==> config.mk <==
export PLATFORM = sky130hd
export DESIGN_NAME = clock_source_monitor
export DESIGN_NICKNAME = d
export VERILOG_FILES = /design/src/rtl/clock_mon_pkg.sv /design/src/rtl/clock_mon_channel.sv /design/src/rtl/clock_source_monitor.sv
export SDC_FILE = /design/constraint.sdc
export NUM_CORES = 1
export LEC_CHECK = 0
export CORE_MARGIN = 1
export CORE_UTILIZATION = 62
export CTS_BUF_LIST = sky130_fd_sc_hd__clkbuf_4 sky130_fd_sc_hd__clkbuf_8 sky130_fd_sc_hd__clkbuf_16
export CTS_CLUSTER_SIZE = 25
export DETAILED_ROUTE_END_ITERATION = 10
export MAX_ROUTING_LAYER = met4
export PLACE_DENSITY = 0.83
export SLEW_MARGIN = 10
export SYNTH_ARGS = -nofsm -noshare
export SYNTH_HDL_FRONTEND = slang
export SYNTH_HIERARCHICAL = 1
export SYNTH_SLANG_ARGS = --single-unit
export TNS_END_PERCENT = 50
==> constraint.sdc <==
create_clock -name MCLK_FPGA -period 3.2 [get_ports MCLK_FPGA]
set_clock_uncertainty 0.1 [all_clocks]
set_input_delay 0.32 -clock MCLK_FPGA [delete_from_list [all_inputs] [get_ports MCLK_FPGA]]
set_output_delay 0.32 -clock MCLK_FPGA [all_outputs]
set_load 0.02 [all_outputs]
==> src/rtl/clock_mon_pkg.sv <==
// Shared definitions for the clock-source monitor: channel states, boolean
// constants and the select-index width helper.
package clock_mon_pkg;

  typedef enum logic [1:0] {
    LOST  = 2'b00,
    QUAL  = 2'b01,
    ALIVE = 2'b10
  } ch_state_e;

  localparam logic TRUE  = 1'b1;
  localparam logic FALSE = 1'b0;

  function automatic int idx_width(input int n);
    return (n > 1) ? $clog2(n) : 1;
  endfunction

endpackage

==> src/rtl/clock_mon_channel.sv <==
// One monitored clock domain: synchroniser, edge detect, watchdog, qualification
// counter, LOST/QUAL/ALIVE state machine and sticky loss flag.
module clock_mon_channel
  import clock_mon_pkg::*;
#(
  parameter int TIMEOUT = 16,
  parameter int RECOVER = 4
) (
  input  logic i_clk,
  input  logic i_rst_n,
  input  logic i_act,
  input  logic i_clr,
  output logic o_alive,
  output logic o_loss
);

  localparam logic [7:0] WD_MAX = 8'(TIMEOUT);
  localparam logic [7:0] WD_TO  = 8'(TIMEOUT - 1);
  localparam logic [3:0] Q_MAX  = 4'(RECOVER);

  logic [2:0] r_sync;
  logic [7:0] r_wd;
  logic [3:0] r_qcnt;
  logic [3:0] w_qcnt_nxt;
  ch_state_e  r_state;
  ch_state_e  w_state_nxt;
  logic       r_alive;
  logic       r_loss;
  logic       w_edge;
  logic       w_timeout;
  logic       w_set_loss;

  // r_sync[1] is the second synchroniser flop, r_sync[2] its delayed copy
  assign w_edge    = r_sync[1] ^ r_sync[2];
  assign w_timeout = !w_edge && (r_wd == WD_TO);

  // Synchroniser shift and saturating edge-free watchdog
  always_ff @(posedge i_clk or negedge i_rst_n) begin
    if (!i_rst_n) begin
      r_sync <= 3'b000;
      r_wd   <= 8'd0;
    end else begin
      r_sync <= {r_sync[1:0], i_act};
      if (w_edge) begin
        r_wd <= 8'd0;
      end else if (r_wd != WD_MAX) begin
        r_wd <= r_wd + 8'd1;
      end
    end
  end

  // Next-state logic for the channel qualification FSM
  always_comb begin
    w_state_nxt = r_state;
    w_qcnt_nxt  = r_qcnt;
    w_set_loss  = FALSE;
    case (r_state)
      LOST: begin
        if (w_edge && (Q_MAX <= 4'd1)) begin
          w_state_nxt = ALIVE;
          w_qcnt_nxt  = 4'd0;
        end else if (w_edge) begin
          w_state_nxt = QUAL;
          w_qcnt_nxt  = 4'd1;
        end else begin
          w_qcnt_nxt  = 4'd0;
        end
      end
      QUAL: begin
        if (w_edge && ((r_qcnt + 4'd1) >= Q_MAX)) begin
          w_state_nxt = ALIVE;
          w_qcnt_nxt  = 4'd0;
        end else if (w_edge) begin
          w_qcnt_nxt  = r_qcnt + 4'd1;
        end else if (w_timeout) begin
          w_state_nxt = LOST;
          w_qcnt_nxt  = 4'd0;
        end else begin
          w_qcnt_nxt  = r_qcnt;
        end
      end
      ALIVE: begin
        if (w_timeout) begin
          w_state_nxt = LOST;
          w_set_loss  = TRUE;
        end else begin
          w_state_nxt = ALIVE;
        end
      end
      default: begin
        w_state_nxt = LOST;
        w_qcnt_nxt  = 4'd0;
      end
    endcase
  end

  // State, counter and registered outputs; a loss in the same cycle as a clear wins
  always_ff @(posedge i_clk or negedge i_rst_n) begin
    if (!i_rst_n) begin
      r_state <= LOST;
      r_qcnt  <= 4'd0;
      r_alive <= FALSE;
      r_loss  <= FALSE;
    end else begin
      r_state <= w_state_nxt;
      r_qcnt  <= w_qcnt_nxt;
      r_alive <= (w_state_nxt == ALIVE);
      r_loss  <= w_set_loss | (r_loss & ~i_clr);
    end
  end

  assign o_alive = r_alive;
  assign o_loss  = r_loss;

endmodule

==> src/rtl/clock_source_monitor.sv <==
// Multi-channel clock activity monitor with priority failover selection for a
// glitch-free clock mux; SEL_VALID=0 means run from MCLK_FPGA.
module clock_source_monitor
  import clock_mon_pkg::*;
#(
  parameter int NUM_CH    = 2,
  parameter int TIMEOUT   = 16,
  parameter int RECOVER   = 4,
  parameter int REVERTIVE = 1,
  parameter int IDX_W     = idx_width(NUM_CH)
) (
  input  logic              MCLK_FPGA,
  input  logic              HARD_nRESETi,
  input  logic [NUM_CH-1:0] CH_ACT,
  input  logic [NUM_CH-1:0] CLR_FLAG,
  output logic [NUM_CH-1:0] CH_ALIVE,
  output logic [NUM_CH-1:0] LOSS_FLAG,
  output logic              SEL_VALID,
  output logic [IDX_W-1:0]  SEL_IDX,
  output logic              SEL_CHG
);

  logic [NUM_CH-1:0] w_alive;
  logic [NUM_CH-1:0] w_loss;
  logic [IDX_W-1:0]  w_low;
  logic              w_any;
  logic              w_keep;
  logic              w_valid_nxt;
  logic [IDX_W-1:0]  w_idx_nxt;
  logic              r_valid;
  logic [IDX_W-1:0]  r_idx;
  logic              r_chg;

  for (genvar g = 0; g < NUM_CH; g++) begin : g_ch
    clock_mon_channel #(
      .TIMEOUT (TIMEOUT),
      .RECOVER (RECOVER)
    ) u_ch (
      .i_clk   (MCLK_FPGA),
      .i_rst_n (HARD_nRESETi),
      .i_act   (CH_ACT[g]),
      .i_clr   (CLR_FLAG[g]),
      .o_alive (w_alive[g]),
      .o_loss  (w_loss[g])
    );
  end

  // Priority pick (lowest alive index) and revertive/non-revertive hold
  always_comb begin
    w_low = '0;
    for (int i = NUM_CH - 1; i >= 0; i--) begin
      w_low = w_alive[i] ? IDX_W'(i) : w_low;
    end
    w_any  = |w_alive;
    w_keep = (REVERTIVE == 0) && r_valid && w_alive[r_idx];
    if (w_keep) begin
      w_valid_nxt = TRUE;
      w_idx_nxt   = r_idx;
    end else if (w_any) begin
      w_valid_nxt = TRUE;
      w_idx_nxt   = w_low;
    end else begin
      w_valid_nxt = FALSE;
      w_idx_nxt   = r_idx;
    end
  end

  // Registered selection and its change pulse
  always_ff @(posedge MCLK_FPGA or negedge HARD_nRESETi) begin
    if (!HARD_nRESETi) begin
      r_valid <= FALSE;
      r_idx   <= '0;
      r_chg   <= FALSE;
    end else begin
      r_valid <= w_valid_nxt;
      r_idx   <= w_idx_nxt;
      r_chg   <= ({w_valid_nxt, w_idx_nxt} != {r_valid, r_idx});
    end
  end

  assign CH_ALIVE  = w_alive;
  assign LOSS_FLAG = w_loss;
  assign SEL_VALID = r_valid;
  assign SEL_IDX   = r_idx;
  assign SEL_CHG   = r_chg;

endmodule

### After elaboration in Yosys (flattened, before gate mapping)

Index checks and enable logic that the tools add are counted.

| word-level totals | value |
|---|---|
| memories kept | 0 |
| bits in latches | 0 |
| input port bits | 6 |
| word-level logic and storage cells | 91 |
| register bits after elaboration | 41 |
| bits in writable memories | 0 |
| output and inout port bits | 7 |
| bits in read-only memories | 0 |

| cells by class | value |
|---|---|
| multiplexer cells | 34 |
| div/mod/pow operators | 0 |
| multipliers | 0 |
| reduce and logical (&&, ||, !) cells | 13 |
| bitwise operators | 10 |
| eq/ne operators | 13 |
| add/sub/neg operators | 4 |
| order comparisons | 2 |
| shift-type cells | 0 |

Operator list:

| operator | count |
|---|---|
| $mux 8 | 4 |
| $mux 4 | 6 |
| $pmux 4 s3 | 2 |
| $mux 2 | 10 |
| $add 8x1->8 const B | 2 |
| $eq 8x4->1 const B | 2 |
| $ne 8x5->1 const B | 2 |
| $pmux 2 s3 | 2 |
| $mux 1 | 10 |
| $add 4x1->4 const B | 2 |
| $eq 2x2->1 const B | 4 |
| $ge 4x3->1 const B | 2 |
| $ne 4x1->1 const B | 2 |
| $eq 2x1->1 const B | 2 |
| $logic_and 1x1->1 | 4 |
| $logic_not 2->1 | 2 |
| $not 1->1 | 4 |
| $reduce_and 2->1 | 2 |
| $reduce_bool 2->1 | 2 |
| $and 1x1->1 | 2 |
| $logic_not 1->1 | 2 |
| $ne 2x2->1 | 1 |
| $or 1x1->1 | 2 |
| $reduce_or 2->1 | 1 |
| $xor 1x1->1 | 2 |

### Depth between registers and ports, before layout

| logic depth | value |
|---|---|
| word-level depth | 8 |
| mapped depth | 6 |
| gate-level depth less buffers | 6 |

### By module

Netlist, hierarchy kept.

Modules (own cells, without submodules):

| module | cells each | area each (sq um) | instances | sequential area each (sq um) |
|---|---|---|---|---|
| clock_mon_channel | 83 | 894.6 | 2 | 475.5 |
| clock_source_monitor | 10 | 121.4 | 1 | 75.1 |

### Worst setup path before layout

No wires, ideal clock.

| timing path | value |
|---|---|
| path kind | reg2reg |
| from | register g_ch[0].u_ch.r_wd[5] |
| to | register g_ch[0].u_ch.r_wd[1] |
| cell stages (with the launch flop) | 5 |
| data arrival time | 1.476 ns |
| setup time | 0.132 ns |
| setup slack | 1.492 ns |
| data required time | 2.968 ns |
| period minus slack after synthesis | 1.708 ns |
| path buffers | 0 |
| cell sequence | dfrtp_1 or3_4 or4_4 mux2i_1 nor2_1 |

| between the ends | value |
|---|---|
| word-level cells in the longest chain between the ends | 2 |

RTL lines:

| what | line | text |
|---|---|---|
| start, declared | clock_mon_channel.sv:22 | `logic [7:0] r_wd;` |
| start signal, assigned | clock_mon_channel.sv:47 | `r_wd <= r_wd + 8'd1;` |
| $ne 8x5->1 | clock_mon_channel.sv:46 | `end else if (r_wd != WD_MAX) begin` |
| $reduce_bool 2->1 (no line) | n/a |  |

Every way passes these cells.
A chain may end at the register's enable or synchronous reset.

### Worst setup path after layout

| timing path | value |
|---|---|
| from | register g_ch[0].u_ch.r_alive |
| to | output port CH_ALIVE[0] |

RTL lines:

| what | line | text |
|---|---|---|
| start, declared | clock_mon_channel.sv:27 | `logic r_alive;` |
| start signal, assigned | clock_mon_channel.sv:107 | `r_alive <= (w_state_nxt == ALIVE);` |
| end, declared | clock_source_monitor.sv:16 | `output logic [NUM_CH-1:0] CH_ALIVE,` |

No word-level cell between the ends.

==> flow_summary.toml <==
[floorplan]
die-height_um = 57.5
core_region_area_mm2 = 0.00283
fp_rows = 19
start_util_pct = 67.5
floorplan.die_area_mm2 = 0.00331
die_width_um = 57.5
ios = 13

[route]
wirelength_mm = 3.14
route.antenna.remaining_nets = 0
avgViaCountPerCell = 6.04
drt_iter0_drc = 61
routed_wire_length_per_instance_um = 13.9
drcViolationCount = 2
dr_total_vias = 1364
detailedRoute.firstPassIterationCount = 7

[power]
total_leakage_power_nw = 1.00
power.ir.vdd_worst_mv = 0.394
power.density_mw_per_mm2 = 632

[yosys]
async_set_or_reset_register_ratio_after_synthesis_pct = 100
synthDistinctLibCells = 31
synth_net_count = 188
post_synth_inst_count = 176
yosys_warnings = 6
commonest_register_cell_after_synthesis = "dfrtp_1"
syn-cell-area_mm2 = 0.00191
synth_edf_count = 0
seq_area_frac_synth_pct = 53.7
post_synth_main_area_contributors = "dfrtp_1, ha_1, xor2_1, nor2_1, xnor2_1"
synth_top_area_share_pct = 53.7
synth_top_cell_by_area = "dfrtp_1"
yosys_register_bits = 41
mean_instance_size_in_the_synthesized_netlist_um2 = 10.9

[global_route]
grtUsageTotal_pct = 22.9
grt_pass1_vias = 1259
wire_length_of_the_first_global_routing_pass_mm = 5.43
grt_start_max_net_pins = 42
grt-ovfl-total = 0
number_of_antenna_violations_at_the_first_check_in_global_routing = 0

[timing]
slew-limit-headroom_pct = 42.9
timing_hold_violations_final = 0
fin_crit_ns = 1.84
fin_setup_tns_ns = 0
report.final.slew_viol_count = 0
setup_viol = 0
max_freq_mhz = 544
grt_setup_unrepaired = "false"
max_slew.worst_pin.slew_ns = 0.857
fin_worst_hold_slack_ns = 0.258
final_min_period_over_clock_period_pct = 57.5

[finish]
filler_cell_count = 196
area_growth_pct = 13.2
final_common_cell = "dfrtp_1"
layout.cells.most_common_list = "dfrtp_1, nor2_1, clkdlybuf4s50_1"
nets = 206
num_antenna_cells = 0
drive_gt1_share_pct = 9.74

[worst_setup_path]
crit_path_start_kind = "flop"
path_buf_inv = 1
worst_ep_arrival_time_ns = 1.42
critPathCaptureType = "output pin"
critPathMaxStageDelay_ns = 0.63
slowest_stage = "clkdlybuf4s50_1"
cp_max_fo = 6
timing.critical_path.max_delay_family = "buffers and inverters"
critPathKind = "reg2out"
crit_chain = "clkdlybuf4s50_1"
worst-endpoint-required_ns = 2.78

[placed_design]
dp_hpwl_mm = 2.20
gp_routability_congestion = 0.828
io_buffers = 12

[clocking]
cts_made_buffers = 5
cts.sink_count = 41
worst_skew_pair.late_latency_ns = 0.34
cts_resized = 0
clock_root_buffer = "clkbuf_4"
clock_transition_at_the_registers_of_the_reported_paths_ns = 0.12
clockBufferDepth = 2
cts_tree = "built"
holdBufCountCts = 1
clock_tree.htree_level_count = 2
postCtsSetupRepairBufs = 0

[status]
outcome = "finished, violations left"
violations = "design-rule violations"

[hold_path]
hold_path.class = "reg2reg"

[run]
max-cap-violations = 0
==> final cells by class <==
cell class / count / area (µm²) / share of cell area, %
Timing Repair Buffer: 15 / 140 / 6.48
Clock inverter: 1 / 30.0 / 1.39
Sequential cell: 41 / 1030 / 47.4
Inverter: 8 / 30.0 / 1.39
Multi-Input combinational cell: 123 / 840 / 38.8
Clock buffer: 7 / 58.8 / 2.72
Tap cell: 31 / 38.8 / 1.79
==> sequential cells by signal, summed over array words and instances (netlist names) <==
signal	cells
g_ch.u_ch/r_sync	6
g_ch.u_ch/o_loss	2
SEL_VALID	1
g_ch.u_ch/r_wd	16
g_ch.u_ch/r_qcnt	8
SEL_IDX	1
g_ch.u_ch/r_state	4
g_ch.u_ch/o_alive	2
SEL_CHG	1
==> metrics by stage <==
step | total power [mW] | instance area, µm² | cells | setup slack [ns] | util [%]
after floorplan | 0.904 | 1910 | 176 | 1.49 | -
final | 1.37 | 2160 | 226 | 1.36 | 76.5
after CTS | 1.38 | 2160 | 226 | 1.35 | 76.5
after global routing | 1.45 | 2160 | 226 | 1.26 | 76.5
after global placement | 0.997 | 2060 | 217 | 1.47 | 73.0
after detailed placement | 1.02 | 2060 | 217 | 1.43 | 73.0
==> per-layer routing <==
layer	track usage, %	routed length, µm	share of wire (%)
met4	10.8	47	1.5
met2	34.9	1440	46
met1	28.1	1470	47
met3	6.58	178	5.7
met5	-	0	0
==> synthesized netlist by cell type (4+ instances only) <==
| master | instances |
|---|---|
| nand3b_1 | 5 |
| inv_1 | 8 |
| and2_1 | 4 |
| nor3_1 | 6 |
| xor2_1 | 8 |
| clkbuf_1 | 4 |
| nand3_1 | 6 |
| or3_1 | 4 |
| o21ai_0 | 4 |
| o22ai_1 | 6 |
| mux2i_1 | 4 |
| a21oi_1 | 6 |
| a21o_1 | 4 |
| xnor2_1 | 6 |
| nand2_1 | 6 |
| ha_1 | 6 |
| nand2b_1 | 7 |
| nor2_1 | 14 |
| nand4_1 | 8 |
| dfrtp_1 | 41 |
==> cell families (layout without fill, tap and decap cells) <==
| logic type | count (synthesis) | count (layout) | share of synthesized area, % |
|---|---|---|---|
| AND/OR/NAND/NOR | 71 | 71 | 21.3 |
| buffers and inverters | 12 | 31 | 2.36 |
| AO/OA/AOI/OAI | 28 | 28 | 10.2 |
| multiplexers | 4 | 4 | 2.10 |
| flip-flops | 41 | 41 | 53.7 |
| XOR/XNOR | 14 | 14 | 6.42 |
| adder cells (fa/ha/maj) | 6 | 6 | 3.93 |
==> where the power goes <==
part | internal (mW) | switching, mW
logic | 0.170 | 0.163
clock network | 0.195 | 0.156
registers | 0.594 | 0.0894
==> worst paths after layout <==
path	from	end	slack (ns)	cells past startpoint
worst max-delay path	g_ch[0].u_ch/o_alive	CH_ALIVE[0]	1.36	1
worst min-delay path	g_ch[1].u_ch/r_sync[0]	g_ch[1].u_ch/r_sync[1]	0.26	0
worst max register to register	g_ch[1].u_ch/r_wd[0]	g_ch[1].u_ch/r_qcnt[1]	1.39	5
worst min register to register	g_ch[1].u_ch/r_sync[0]	g_ch[1].u_ch/r_sync[1]	0.26	0
max in group asynchronous	HARD_nRESETi	g_ch[0].u_ch/r_wd[7]	1.95	2
min in group asynchronous	HARD_nRESETi	g_ch[1].u_ch/r_qcnt[0]	0.51	2
Note: power is estimated with default switching activity, not from simulation.
==> RTL edit 1: new RTL, same flow settings <==
The 3 states of `ch_state_e` get a one-hot encoding in 3 bits.
--- a/src/rtl/clock_mon_pkg.sv
+++ b/src/rtl/clock_mon_pkg.sv
@@ -2,10 +2,10 @@
 // constants and the select-index width helper.
 package clock_mon_pkg;
 
-  typedef enum logic [1:0] {
-    LOST  = 2'b00,
-    QUAL  = 2'b01,
-    ALIVE = 2'b10
+  typedef enum logic [2:0] {
+    LOST  = 3'b001,
+    QUAL  = 3'b010,
+    ALIVE = 3'b100
   } ch_state_e;
 
   localparam logic TRUE  = 1'b1;
Function: same outputs for any inputs over 10 cycles, from zero or initial values and one cycle with HARD_nRESETi low; not proved beyond that.
==> RTL edit 1 against the original RTL <==
  * The run ends with negative hold slack left
  * Maximum frequency fell by 5.9%
  * Sequential cell count increased by 2
  * Count of clock-buffer cells in the layout unchanged
  * Synthesized area is 5.8% higher
  * Global-route usage grew 1.3 points
  * Sequential share of layout area increased by 0.68 points
  * Setup slack worse by 0.11 ns
  * Largest cell class unchanged
  * Wire length rose by 9.9%
  * Final area grew 3.6%
  * Register-to-register slack lost 0.14 ns
  * Critical endpoint is now g_ch[0].u_ch/r_qcnt[1]
  * First-iteration DRC count increased by 15%
  * Highest routed layer unchanged
  * Total power decreased by 17%
  * Critical path depth increased by 4
==> RTL edit 1: results <==
{
  "status": "finished with violations",
  "violations": "negative hold slack",
  "synth_ff_type": "dfrtp_1",
  "worstSkewPairLatency_ns": 0.35,
  "top_regs": "g_ch.u_ch/r_wd: 16 flops, g_ch.u_ch/r_qcnt: 8 flops",
  "syn_nets": 195,
  "wl_per_cell_um": 14.07,
  "grt_util_met3_pct": 7.205,
  "pre_cts_ws_ns": 1.279,
  "n_fill_cell": 219,
  "diodes": 0,
  "cts_hold_buf": 0,
  "ys_types": 45,
  "synth_fa_ha_area_share_pct": 3.715,
  "drive_above_1_share_pct": 11.94,
  "holdWs_ns": -0.02272,
  "cts-root-buf": "clkbuf_4",
  "grtUsageMet2_pct": 37.18,
  "postPlaceCellArea_um2": 2190,
  "relSlewSlack_pct": 39.92,
  "grtUsageTotal_pct": 24.14,
  "r2r-end": "g_ch[0].u_ch/r_qcnt[1]",
  "grt_use_met1_pct": 29.50,
  "drt-met1-wl_um": 1572,
  "wl_met2_um": 1666,
  "stdcell_count": 245,
  "vias": 1394,
  "grt_pass1_vias": 1278,
  "dp.cells": 238,
  "post-dp-hpwl_um": 2449,
  "p_leak_nw": 1.042,
  "async_flop_share_pct": 100.0,
  "seq_area_frac_synth_pct": 53.37,
  "synth_common_cells": "dfrtp_1, nor2_1, xor2_1",
  "muxShareOfSynthArea_pct": 0.9907,
  "synth_area_per_cell_um2": 11.04,
  "fmax_ghz": 0.5115,
  "h-tree-depth": 2,
  "grt_max_degree": 44,
  "synth_area_leaders": "dfrtp_1, xor2_1, xnor2_1, ha_1, nor2_1",
  "synth_compound_area_share_pct": 9.845,
  "clkSlewWorstSetupHoldPaths_ns": 0.11,
  "io_buffers": 12,
  "grt_pass1_wl_um": 5761,
  "drtPass1Iterations": 4,
  "r2r_start": "g_ch[0].u_ch/r_wd[0]",
  "routabilityCongestion": 0.8758,
  "irDropWorstVdd_uv": 352.6,
  "synth_xor_area_share_pct": 8.669,
  "hold_viol": 34,
  "met3WireLength_um": 146,
  "reg2reg_depth": 5,
  "rrSetupSlack_ns": 1.25,
  "hold_class": "in -> async",
  "fin_nets": 213,
  "drt_iter0_markers": 70,
  "crit_fanout": 4
}
[RTL edit 1: worst max-delay path: stages (launching register included)]
cell,delay (ns)
dfrtp_1,0.43
ha_1,0.25
nand3_1,0.14
nor3_1,0.09
o41ai_1,0.65
a22o_1,0.24
[RTL edit 1: cell type report]
| cell class | instances | area, um^2 | area share, % |
|---|---|---|---|
| sequential | 43 | 1079 | 48.10 |
| multi-input combinational | 130 | 903.4 | 40.29 |
| timing repair buffer | 13 | 122.6 | 5.469 |
| tap | 44 | 55.05 | 2.455 |
| clock buffer | 7 | 52.55 | 2.344 |
| inverter | 8 | 30.03 | 1.339 |
[RTL edit 1: cell families after synthesis]
kind of cell	count (synthesis)
adder cells (fa/ha/maj)	6
flip-flops	43
buffers and inverters	10
XOR/XNOR	20
AND/OR/NAND/NOR	75
multiplexers	2
AO/OA/AOI/OAI	27
[RTL edit 1: report_power, final]
group / internal [mW] / leakage (nW) / total (mW) / switching [mW]
logic: 0.0961 / 0.440 / 0.201 / 0.105
clock network: 0.0999 / 0.0322 / 0.261 / 0.161
registers: 0.604 / 0.570 / 0.668 / 0.0635
total: 0.800 / 1.04 / 1.13 / 0.329
[RTL edit 1: worst max path at each step]
stage                                   end              startpoint  cells past startpoint
detailed placement   g_ch[0].u_ch/r_qcnt[1]    g_ch[0].u_ch/r_wd[0]                      5
global placement     g_ch[0].u_ch/r_qcnt[1]    g_ch[0].u_ch/r_wd[0]                      5
finish               g_ch[0].u_ch/r_qcnt[1]    g_ch[0].u_ch/r_wd[0]                      5
CTS                  g_ch[0].u_ch/r_qcnt[1]    g_ch[0].u_ch/r_wd[0]                      5
floorplan            g_ch[1].u_ch/r_qcnt[1]    g_ch[1].u_ch/r_wd[5]                      4
global route        g_ch[0].u_ch/r_state[2]  g_ch[0].u_ch/r_sync[1]                      3
==> RTL edit 2: new RTL, config.mk and constraints unchanged <==
Made on the original files. The parameter `NUM_CH` goes from 2 to 4.
--- a/src/rtl/clock_source_monitor.sv
+++ b/src/rtl/clock_source_monitor.sv
@@ -3,7 +3,7 @@
 module clock_source_monitor
   import clock_mon_pkg::*;
 #(
-  parameter int NUM_CH    = 2,
+  parameter int NUM_CH    = 4,
   parameter int TIMEOUT   = 16,
   parameter int RECOVER   = 4,
   parameter int REVERTIVE = 1,
Ports: changed (5 resized); port bits go from 13 to 22. No check against the original RTL was run, so the function may have changed too.
==> RTL edit 2 against the original RTL <==
  * Total power up 100%
  * First-iteration DRC count rose to 3.8 times the old value
  * Setup slack worse by 0.043 ns
  * Die area is 93% higher
  * Final area increased by 98%
  * Synthesized area is 97% higher
  * Wire length grew 110%
  * Sequential cell count rose by 39
  * Highest routed layer unchanged
==> RTL edit 2: results <==
{
  "synth_area_leaders": "dfrtp_1, ha_1, xor2_1, nor2_1, xnor2_1",
  "grtUsageTotal_pct": 24.28,
  "grt_pass1_wl_um": 11450,
  "switchingPower_uw": 857.3,
  "stdcell_count": 462,
  "arrival_ns": 1.46,
  "wl_um": 6717,
  "ys_types": 42,
  "period_needed_ns": 1.883,
  "hold_class": "in -> async",
  "r2r_start": "g_ch[3].u_ch/r_wd[5]",
  "route.detailed.drc": 0,
  "routabilityCongestion": 0.7968,
  "grt_max_degree": 81,
  "synth_area_per_cell_um2": 10.68,
  "via_per_inst": 5.788,
  "h-tree-depth": 3,
  "p_leak_nw": 1.959,
  "cpPeakStageDelay_ns": 0.65,
  "top_regs": "g_ch.u_ch/r_wd: 32 flops, g_ch.u_ch/r_qcnt: 16 flops, g_ch.u_ch/r_sync: 12 flops",
  "crit_end": "CH_ALIVE[2]",
  "clkSlewWorstSetupHoldPaths_ns": 0.07,
  "drt_iter0_markers": 231,
  "irDropWorstVdd_uv": 381.3,
  "dp.cells": 446,
  "drtPass1Iterations": 4,
  "reg2reg_depth": 4,
  "syn_nets": 375,
  "post-dp-hpwl_um": 4490,
  "status": "finished, final reports clean"
}
[RTL edit 2: cell types whose count changed after synthesis, moves of 5 or more]
| cell | unedited run | this run |
|---|---|---|
| xnor2_1 | 6 | 12 |
| dfrtp_1 | 41 | 80 |
| a21oi_1 | 6 | 11 |
| nor3_1 | 6 | 12 |
| nand4_1 | 8 | 14 |
| inv_1 | 8 | 17 |
| xor2_1 | 8 | 16 |
| nand3_1 | 6 | 12 |
| ha_1 | 6 | 12 |
| and2_1 | 4 | 9 |
| nor2_1 | 14 | 33 |
| nand2_1 | 6 | 16 |
[RTL edit 2: cells by family after synthesis]
| logic type | count (synthesis) | share of synthesized area (%) |
|---|---|---|
| AO/OA/AOI/OAI | 56 | 10.42 |
| XOR/XNOR | 28 | 6.505 |
| multiplexers | 7 | 1.859 |
| adder cells (fa/ha/maj) | 12 | 3.983 |
| flip-flops | 80 | 53.10 |
| AND/OR/NAND/NOR | 146 | 21.71 |
| buffers and inverters | 24 | 2.423 |
[RTL edit 2: layout make-up]
type | instances | area (um^2)
sequential | 80 | 2002
clock buffer | 13 | 166.4
timing repair buffer | 25 | 237.7
fill | 394 | 1605
tap | 75 | 93.84
multi-input combinational | 249 | 1677
clock inverter | 3 | 40.04
inverter | 17 | 63.81
[RTL edit 2: layer usage]
metal	GRT usage, %	share of wire (%)
met5	-	0
met4	11.96	1.4
met3	4.800	3.5
met2	40.43	50
met1	28.11	45
[RTL edit 2: power groups by stage]
stage               Combinational, mW  Sequential [mW]  Clock, mW
floorplan                       0.420             1.34          0
detailed placement              0.650             1.35          0
global route                    0.733             1.36      0.818
finish                          0.652             1.33      0.760
CTS                             0.657             1.33      0.781
global placement                0.615             1.34          0
